===== src/rtl/cordic_sweep_pkg.sv =====
// rtl/cordic_sweep_pkg.sv - shared widths, state encoding and helpers for the cordic sweep controller
package cordic_sweep_pkg;

    localparam int PHASE_W  = 32;
    localparam int DATA_W   = 20;
    localparam int DWELL_W  = 16;
    localparam int POINTS_W = 12;
    // Wide enough for DATA_W-bit samples summed over the largest dwell.
    localparam int ACC_W    = DATA_W + DWELL_W;

    typedef enum logic [2:0] {
        ST_IDLE,
        ST_SETTLE,
        ST_ACCUM,
        ST_OUTPUT,
        ST_DONE
    } state_t;

    // A dwell of zero would never produce a sample; treat it as one.
    function automatic logic [DWELL_W-1:0] eff_dwell(input logic [DWELL_W-1:0] d);
        return (d == '0) ? DWELL_W'(1) : d;
    endfunction

endpackage


===== src/rtl/cordic_sweep_ctrl_if.sv =====
// rtl/cordic_sweep_ctrl_if.sv - per-point result valid/ready interface
// master: res_valid, res_index, res_re, res_im out; res_ready in.
// slave : the mirror image (host / FIFO side).
interface cordic_sweep_ctrl_if;
    import cordic_sweep_pkg::*;

    logic                       res_valid;
    logic                       res_ready;
    logic [POINTS_W-1:0]        res_index;
    logic signed [ACC_W-1:0]    res_re;
    logic signed [ACC_W-1:0]    res_im;

    modport master (
        output res_valid, res_index, res_re, res_im,
        input  res_ready
    );

    modport slave (
        input  res_valid, res_index, res_re, res_im,
        output res_ready
    );
endinterface


===== src/rtl/sweep_accum.sv =====
// rtl/sweep_accum.sv - dual-channel signed accumulator with clear and enable
// Ports: clock, reset (sync, active-high), clr (zero both sums), en (add inputs),
//        in_re/in_im (signed IN_W samples), acc_re/acc_im (signed OUT_W sums).
module sweep_accum #(
    parameter int IN_W  = 20,
    parameter int OUT_W = 36
) (
    input  logic                    clock,
    input  logic                    reset,
    input  logic                    clr,
    input  logic                    en,
    input  logic signed [IN_W-1:0]  in_re,
    input  logic signed [IN_W-1:0]  in_im,
    output logic signed [OUT_W-1:0] acc_re,
    output logic signed [OUT_W-1:0] acc_im
);

    always_ff @(posedge clock) begin
        if (reset || clr) begin
            acc_re <= '0;
            acc_im <= '0;
        end else if (en) begin
            // Size cast of a signed operand sign-extends.
            acc_re <= acc_re + OUT_W'(in_re);
            acc_im <= acc_im + OUT_W'(in_im);
        end
    end

endmodule


===== src/rtl/cordic_sweep_ctrl.sv =====
// rtl/cordic_sweep_ctrl.sv - steps the cordic NCO through a frequency sweep and integrates each point
// Ports: clock, reset (sync, active-high); start/abort control; cfg_* sweep setup
//        latched on start; phase_inc tuning word to the cordic; cordic_re/im samples
//        back from it; res (master) one accumulated result per point; busy, done status.
module cordic_sweep_ctrl
    import cordic_sweep_pkg::*;
#(
    parameter int SETTLE = 24
) (
    input  logic                     clock,
    input  logic                     reset,
    input  logic                     start,
    input  logic                     abort,
    input  logic [PHASE_W-1:0]       cfg_start_inc,
    input  logic [PHASE_W-1:0]       cfg_step_inc,
    input  logic [POINTS_W-1:0]      cfg_points,
    input  logic [DWELL_W-1:0]       cfg_dwell,
    output logic [PHASE_W-1:0]       phase_inc,
    input  logic signed [DATA_W-1:0] cordic_re,
    input  logic signed [DATA_W-1:0] cordic_im,
    cordic_sweep_ctrl_if.master      res,
    output logic                     busy,
    output logic                     done
);

    state_t                 state_q, state_d;
    logic [PHASE_W-1:0]     phase_q, phase_d;
    logic [PHASE_W-1:0]     step_q, step_d;
    logic [POINTS_W-1:0]    points_q, points_d;
    logic [DWELL_W-1:0]     dwell_q, dwell_d;
    logic [POINTS_W-1:0]    idx_q, idx_d;
    // Shared by the settle and dwell phases; SETTLE <= 255 always fits.
    logic [DWELL_W-1:0]     cnt_q, cnt_d;
    logic                   acc_clr;
    logic                   acc_en;
    logic signed [ACC_W-1:0] acc_re;
    logic signed [ACC_W-1:0] acc_im;

    always_ff @(posedge clock) begin
        if (reset) begin
            state_q  <= ST_IDLE;
            phase_q  <= '0;
            step_q   <= '0;
            points_q <= '0;
            dwell_q  <= '0;
            idx_q    <= '0;
            cnt_q    <= '0;
        end else begin
            state_q  <= state_d;
            phase_q  <= phase_d;
            step_q   <= step_d;
            points_q <= points_d;
            dwell_q  <= dwell_d;
            idx_q    <= idx_d;
            cnt_q    <= cnt_d;
        end
    end

    always_comb begin
        state_d  = state_q;
        phase_d  = phase_q;
        step_d   = step_q;
        points_d = points_q;
        dwell_d  = dwell_q;
        idx_d    = idx_q;
        cnt_d    = cnt_q;
        acc_clr  = 1'b0;
        acc_en   = 1'b0;

        unique case (state_q)
            ST_IDLE: begin
                if (start) begin
                    step_d   = cfg_step_inc;
                    points_d = cfg_points;
                    dwell_d  = eff_dwell(cfg_dwell);
                    idx_d    = '0;
                    cnt_d    = '0;
                    if (cfg_points == '0) begin
                        state_d = ST_DONE;
                    end else begin
                        phase_d = cfg_start_inc;
                        state_d = ST_SETTLE;
                    end
                end
            end
            ST_SETTLE: begin
                if (cnt_q == DWELL_W'(SETTLE - 1)) begin
                    cnt_d   = '0;
                    acc_clr = 1'b1;
                    state_d = ST_ACCUM;
                end else begin
                    cnt_d = cnt_q + DWELL_W'(1);
                end
            end
            ST_ACCUM: begin
                acc_en = 1'b1;
                if (cnt_q == dwell_q - DWELL_W'(1)) begin
                    cnt_d   = '0;
                    state_d = ST_OUTPUT;
                end else begin
                    cnt_d = cnt_q + DWELL_W'(1);
                end
            end
            ST_OUTPUT: begin
                if (res.res_ready) begin
                    if ((idx_q + POINTS_W'(1)) < points_q) begin
                        idx_d   = idx_q + POINTS_W'(1);
                        phase_d = phase_q + step_q;
                        state_d = ST_SETTLE;
                    end else begin
                        state_d = ST_DONE;
                    end
                end
            end
            ST_DONE: begin
                state_d = ST_IDLE;
            end
            default: begin
                state_d = ST_IDLE;
            end
        endcase

        // Abort beats everything, including a final handshake; tuning word holds.
        if (abort && state_q != ST_IDLE) begin
            state_d = ST_IDLE;
            phase_d = phase_q;
            idx_d   = idx_q;
            cnt_d   = '0;
            acc_clr = 1'b0;
            acc_en  = 1'b0;
        end
    end

    sweep_accum #(
        .IN_W  (DATA_W),
        .OUT_W (ACC_W)
    ) u_accum (
        .clock  (clock),
        .reset  (reset),
        .clr    (acc_clr),
        .en     (acc_en),
        .in_re  (cordic_re),
        .in_im  (cordic_im),
        .acc_re (acc_re),
        .acc_im (acc_im)
    );

    // Accumulators are idle outside ACCUM, so the result stays stable while presented.
    assign res.res_valid = (state_q == ST_OUTPUT);
    assign res.res_index = idx_q;
    assign res.res_re    = acc_re;
    assign res.res_im    = acc_im;
    assign phase_inc     = phase_q;
    assign busy          = (state_q != ST_IDLE);
    assign done          = (state_q == ST_DONE);

endmodule

===== src/flat_wrapper.sv =====
// flat-port wrapper written by rule: the top's interface ports become plain ports
module cordic_sweep_ctrl_flat import cordic_sweep_pkg::*;
#(
    parameter int SETTLE = 24
)
  (clock, reset, start, abort, cfg_start_inc, cfg_step_inc, cfg_points, cfg_dwell, phase_inc, cordic_re, cordic_im, busy, done, res_res_valid, res_res_index, res_res_re, res_res_im, res_res_ready);
  cordic_sweep_ctrl_if res_i ();
  input  logic clock;
  input  logic reset;
  input  logic start;
  input  logic abort;
  input  logic [PHASE_W-1:0] cfg_start_inc;
  input  logic [PHASE_W-1:0] cfg_step_inc;
  input  logic [POINTS_W-1:0] cfg_points;
  input  logic [DWELL_W-1:0] cfg_dwell;
  output logic [PHASE_W-1:0] phase_inc;
  input  logic signed [DATA_W-1:0] cordic_re;
  input  logic signed [DATA_W-1:0] cordic_im;
  output logic busy;
  output logic done;
  output wire logic [$bits(res_i.res_valid)-1:0] res_res_valid;
  output wire logic [$bits(res_i.res_index)-1:0] res_res_index;
  output wire logic [$bits(res_i.res_re)-1:0] res_res_re;
  output wire logic [$bits(res_i.res_im)-1:0] res_res_im;
  input wire logic [$bits(res_i.res_ready)-1:0] res_res_ready;
  assign res_res_valid = res_i.res_valid;
  assign res_res_index = res_i.res_index;
  assign res_res_re = res_i.res_re;
  assign res_res_im = res_i.res_im;
  assign res_i.res_ready = res_res_ready;
  cordic_sweep_ctrl #(.SETTLE(SETTLE)) u_core (.clock(clock), .reset(reset), .start(start), .abort(abort), .cfg_start_inc(cfg_start_inc), .cfg_step_inc(cfg_step_inc), .cfg_points(cfg_points), .cfg_dwell(cfg_dwell), .phase_inc(phase_inc), .cordic_re(cordic_re), .cordic_im(cordic_im), .res(res_i), .busy(busy), .done(done));
endmodule

===== config.mk =====
export PLATFORM = sky130hd
export DESIGN_NAME = cordic_sweep_ctrl_flat
export DESIGN_NICKNAME = d
export VERILOG_FILES = /design/src/rtl/cordic_sweep_pkg.sv /design/src/rtl/cordic_sweep_ctrl_if.sv /design/src/rtl/sweep_accum.sv /design/src/rtl/cordic_sweep_ctrl.sv /design/src/flat_wrapper.sv
export SDC_FILE = /design/constraint.sdc
export NUM_CORES = 1
export LEC_CHECK = 0
export BUFFER_PORTS_ARGS = -buffer_cell sky130_fd_sc_hd__buf_4
export CORE_ASPECT_RATIO = 1.25
export CORE_MARGIN = 2
export CORE_UTILIZATION = 40
export DETAILED_ROUTE_END_ITERATION = 10
export PLACE_DENSITY = 0.68
export SYNTH_ARGS = -nofsm -noshare
export SYNTH_HDL_FRONTEND = slang
export SYNTH_SLANG_ARGS = --single-unit

===== constraint.sdc =====
create_clock -name clock -period 9.8 [get_ports clock]
set_input_delay 0.98 -clock clock [delete_from_list [all_inputs] [get_ports clock]]
set_output_delay 0.98 -clock clock [all_outputs]
set_load 0.01 [all_outputs]

==> results.md <==
- Status: completed
- Core Rows: 75
- TritonCTS clock tree: yes
- CTS H-Tree Depth: 4
- PortBufs: between 200 and 300
- Final net count: 2257
- Hold slack: 457.2 ps
- Share of cells above drive strength 1: between 15 and 20%
- CP Buf/Inv Count: 0
- Die area: 35670 um^2
- Total grt overflow: 0
- P_leak: 7.365 nW
- Critical Path Sink Type: register
- Largest net degree at the start of global routing: 67
- Net Count, Synth: 2055
- Initial antenna violation count: 0
- Post-synth EDFFs: 0
- Yosys warning total: 0
- Crit path max fanout: 41
- Setup_tns: 0 ps
- DRT Pass-1 Iters: 5
- R2r setup slk: about 4700 ps
- Post-Route WL: 41410 um
- Final Skew: between 10 and 15 ps
- Tightest Pin Transition: 884.5 ps
- Startpoint Class: register
- Ranking of synthesized cells by area: dfxtp_1 29%, ha_1 11%, nand2_1 8.4%
- Post-synthesis cell count: 1800
- Post-route DRC violation count: 0
- Most frequent CP cell: and3_1
- Fillcell total: 3397
- Fin. max-slew vios: 0
- Max incr delay on CP: 880 ps
- CTS-repair resized insts: 0
- Final Non-Filler Cells: 2438
- WP data required: 10190 ps
- Critical path cell sequence: ha_1, and3_1, and3_1, and3_1, nand3_1, xnor2_1, ha_1, a2111oi_0, a41oi_1, or4b_1, nand2_2, nor2_1, or3_1, a21oi_1
- Die Height: between 200 and 250 um
- Synth area leader: dfxtp_1
- Post-synth ARST share: 0%
- Period minus WS final: 5124 ps
- Starting Density: between 40% and 50%
- Worst rel slew slack: 40.89%
- Post-CTS Setup Bufs: 0
- Register Area: roughly 3900 um^2
- Final Setup Violations: 0
- Area of the multi-input gates: 9266 um^2
- WS Path Type: register to register
- Distinct cells, synth: between 80 and 90
- Clk Latency, worst-skew pair: 460 ps
- Vias in the first global route: 13290
- Routed Antenna Nets: 0
- First-pass GRT wire length: ~67000 um
- Clock sink count: between 150 and 200
- Core area: 33590 um^2
- Max Freq: 0.1952 GHz
- Hpwl dp: 31220 um
- Max Cap Viol: 0
- Io pins: 256
- Delay-heaviest family, CP: simple AND/OR/NAND/NOR gates
- Final-report hold violation count: 0
- CP arrival: 5510 ps
- Placed cell count: 2406
- Ant diodes: 0
- RD Place Congestion: 0.9009
- Clock-pin slew on the worst setup and hold paths: 80 ps
- Tcrit/Tclk final: 52.28%
- Synthesis-to-finish area growth: 20.40%
- Avg WL per Cell: 16.99 um
- Slowest-stage cell, CP: or4b_1
- Mapped Area: 13670 um^2
- Synth top area share: 28.56%
- Worst hold path type: register to register
- Initial DRC Count: 656
- Number of hold buffers added after cts: 0
- Die X: approximately 170 um
- Avg Cell Area, Syn: 7.593 um^2
- Pwr Density: 183.7 nW/um^2
- Num CTS Buffers: 17
- Yosys reg bits: 195
- Clk buf depth: 2
- Clock Root Buffer: clkbuf_16
- Seq/Total Area, Yosys: 28.56%
- Prevailing post-synth register cell: dfxtp_1
- Global-route total usage across every layer: 22.82%
- RSZ-0062 raised after global routing: no
- Vias after detailed routing: 13770
- VDD IR-drop max: approximately 0.00010 V
- Routed vias/inst: 5.646
-- synthesized netlist by cell type, types with 7 or more instances --
cell type and number:
and2_1 11, ha_1 115, and3_1 31, nand4_1 20
dfxtp_1 195, inv_1 45, nor2b_1 15, xnor2_1 50
clkbuf_1 71, nand2_1 305, o211ai_1 10, o21a_1 14
nand2b_1 13, nor4_1 18, nor3_1 43, o21bai_1 19
o21ai_1 7, a21o_1 48, a31oi_1 18, a21oi_1 225
nand3_1 48, nor2_1 126, o21ai_0 87, mux2i_1 12
a211oi_1 30, a211o_1 10, xor2_1 52, nand3b_1 11
or3_1 8, a311oi_1 14
-- metrics by stage --
| stage | util [%] | worst slack, ps | area, um^2 | total power, mW |
|---|---|---|---|---|
| floorplan | - | 5939 | 13670 | 1.930 |
| global placement | 47.27 | 5004 | 15880 | 2.304 |
| detailed placement | 47.27 | 4738 | 15880 | 2.330 |
| CTS | 48.99 | 4674 | 16460 | 3.040 |
| global route | 48.99 | 4312 | 16460 | 3.231 |
| finish | 48.99 | 4676 | 16460 | 3.023 |
-- state kept, by name, indices dropped and copies added (netlist names) --
name / count
u_core.u_accum.acc_im: 36
u_core.state_q: 3
u_core.points_q: 12
u_core.res.res_index: 12
u_core.u_accum.acc_re: 36
u_core.phase_inc: 32
u_core.step_q: 32
u_core.dwell_q: 16
u_core.cnt_q: 16
-- power breakdown --
group	switching (mW)	internal, mW	total [mW]
Clock	0.362	0.339	0.702
Sequential	0.121	0.910	1.03
Combinational	0.754	0.537	1.29
-- layout make-up --
cell class | instances | share of cell area, %
clock buffer | 18 | 2.608
clock inverter | 14 | 0.8971
inverter | 47 | 1.072
multi-input combinational | 1474 | 56.31
sequential | 195 | 23.72
tap | 423 | 3.216
timing repair buffer | 267 | 12.18
-- final timing paths --
check,start,end,depth (start not counted)
max,u_core.res.res_index[0],u_core.phase_inc[26],14
min,u_core.points_q[3],u_core.points_q[3],2
max reg2reg,u_core.res.res_index[0],u_core.phase_inc[26],14
min reg2reg,u_core.points_q[3],u_core.points_q[3],2
-- placed cells by master, fill, tap and decap left out, types with 19 or more instances in the layout --
cell / instances
a211oi_1: 30
a21o_1: 48
a21oi_1: 225
and3_1: 31
buf_4: 267
dfxtp_1: 195
ha_1: 115
inv_1: 45
nand2_1: 304
nand3_1: 48
nand4_1: 20
nor2_1: 126
nor3_1: 43
o21ai_0: 87
o21bai_1: 19
xnor2_1: 50
xor2_1: 52
-- metal layers --
layer	track usage, %	wire [um]	vias up
met1	27.47	17380	6388
li1	-	-	6906
met4	7.928	932	0
met3	4.216	2544	55
met2	40.56	20550	417
met5	0	0	-
-- logic make-up after synthesis --
| kind of cell | synth area share [%] |
|---|---|
| AOI/OAI and AO/OA | 25.40 |
| xor gates and xnor gates | 6.536 |
| adders and majority gates | 10.97 |
| buffers and inverters | 3.790 |
| DFF | 28.56 |
| muxes | 0.9887 |
| and+or+nand+nor | 23.76 |
-- worst register-to-register path, cell delays in order, from the launching register on --
cell,delay [ps]
dfxtp_1,410
ha_1,250
and3_1,250
and3_1,260
and3_1,260
nand3_1,110
xnor2_1,220
ha_1,290
a2111oi_0,490
a41oi_1,310
or4b_1,880
nand2_2,770
nor2_1,70
or3_1,380
a21oi_1,130
Note: power is estimated with default switching activity, not from simulation.
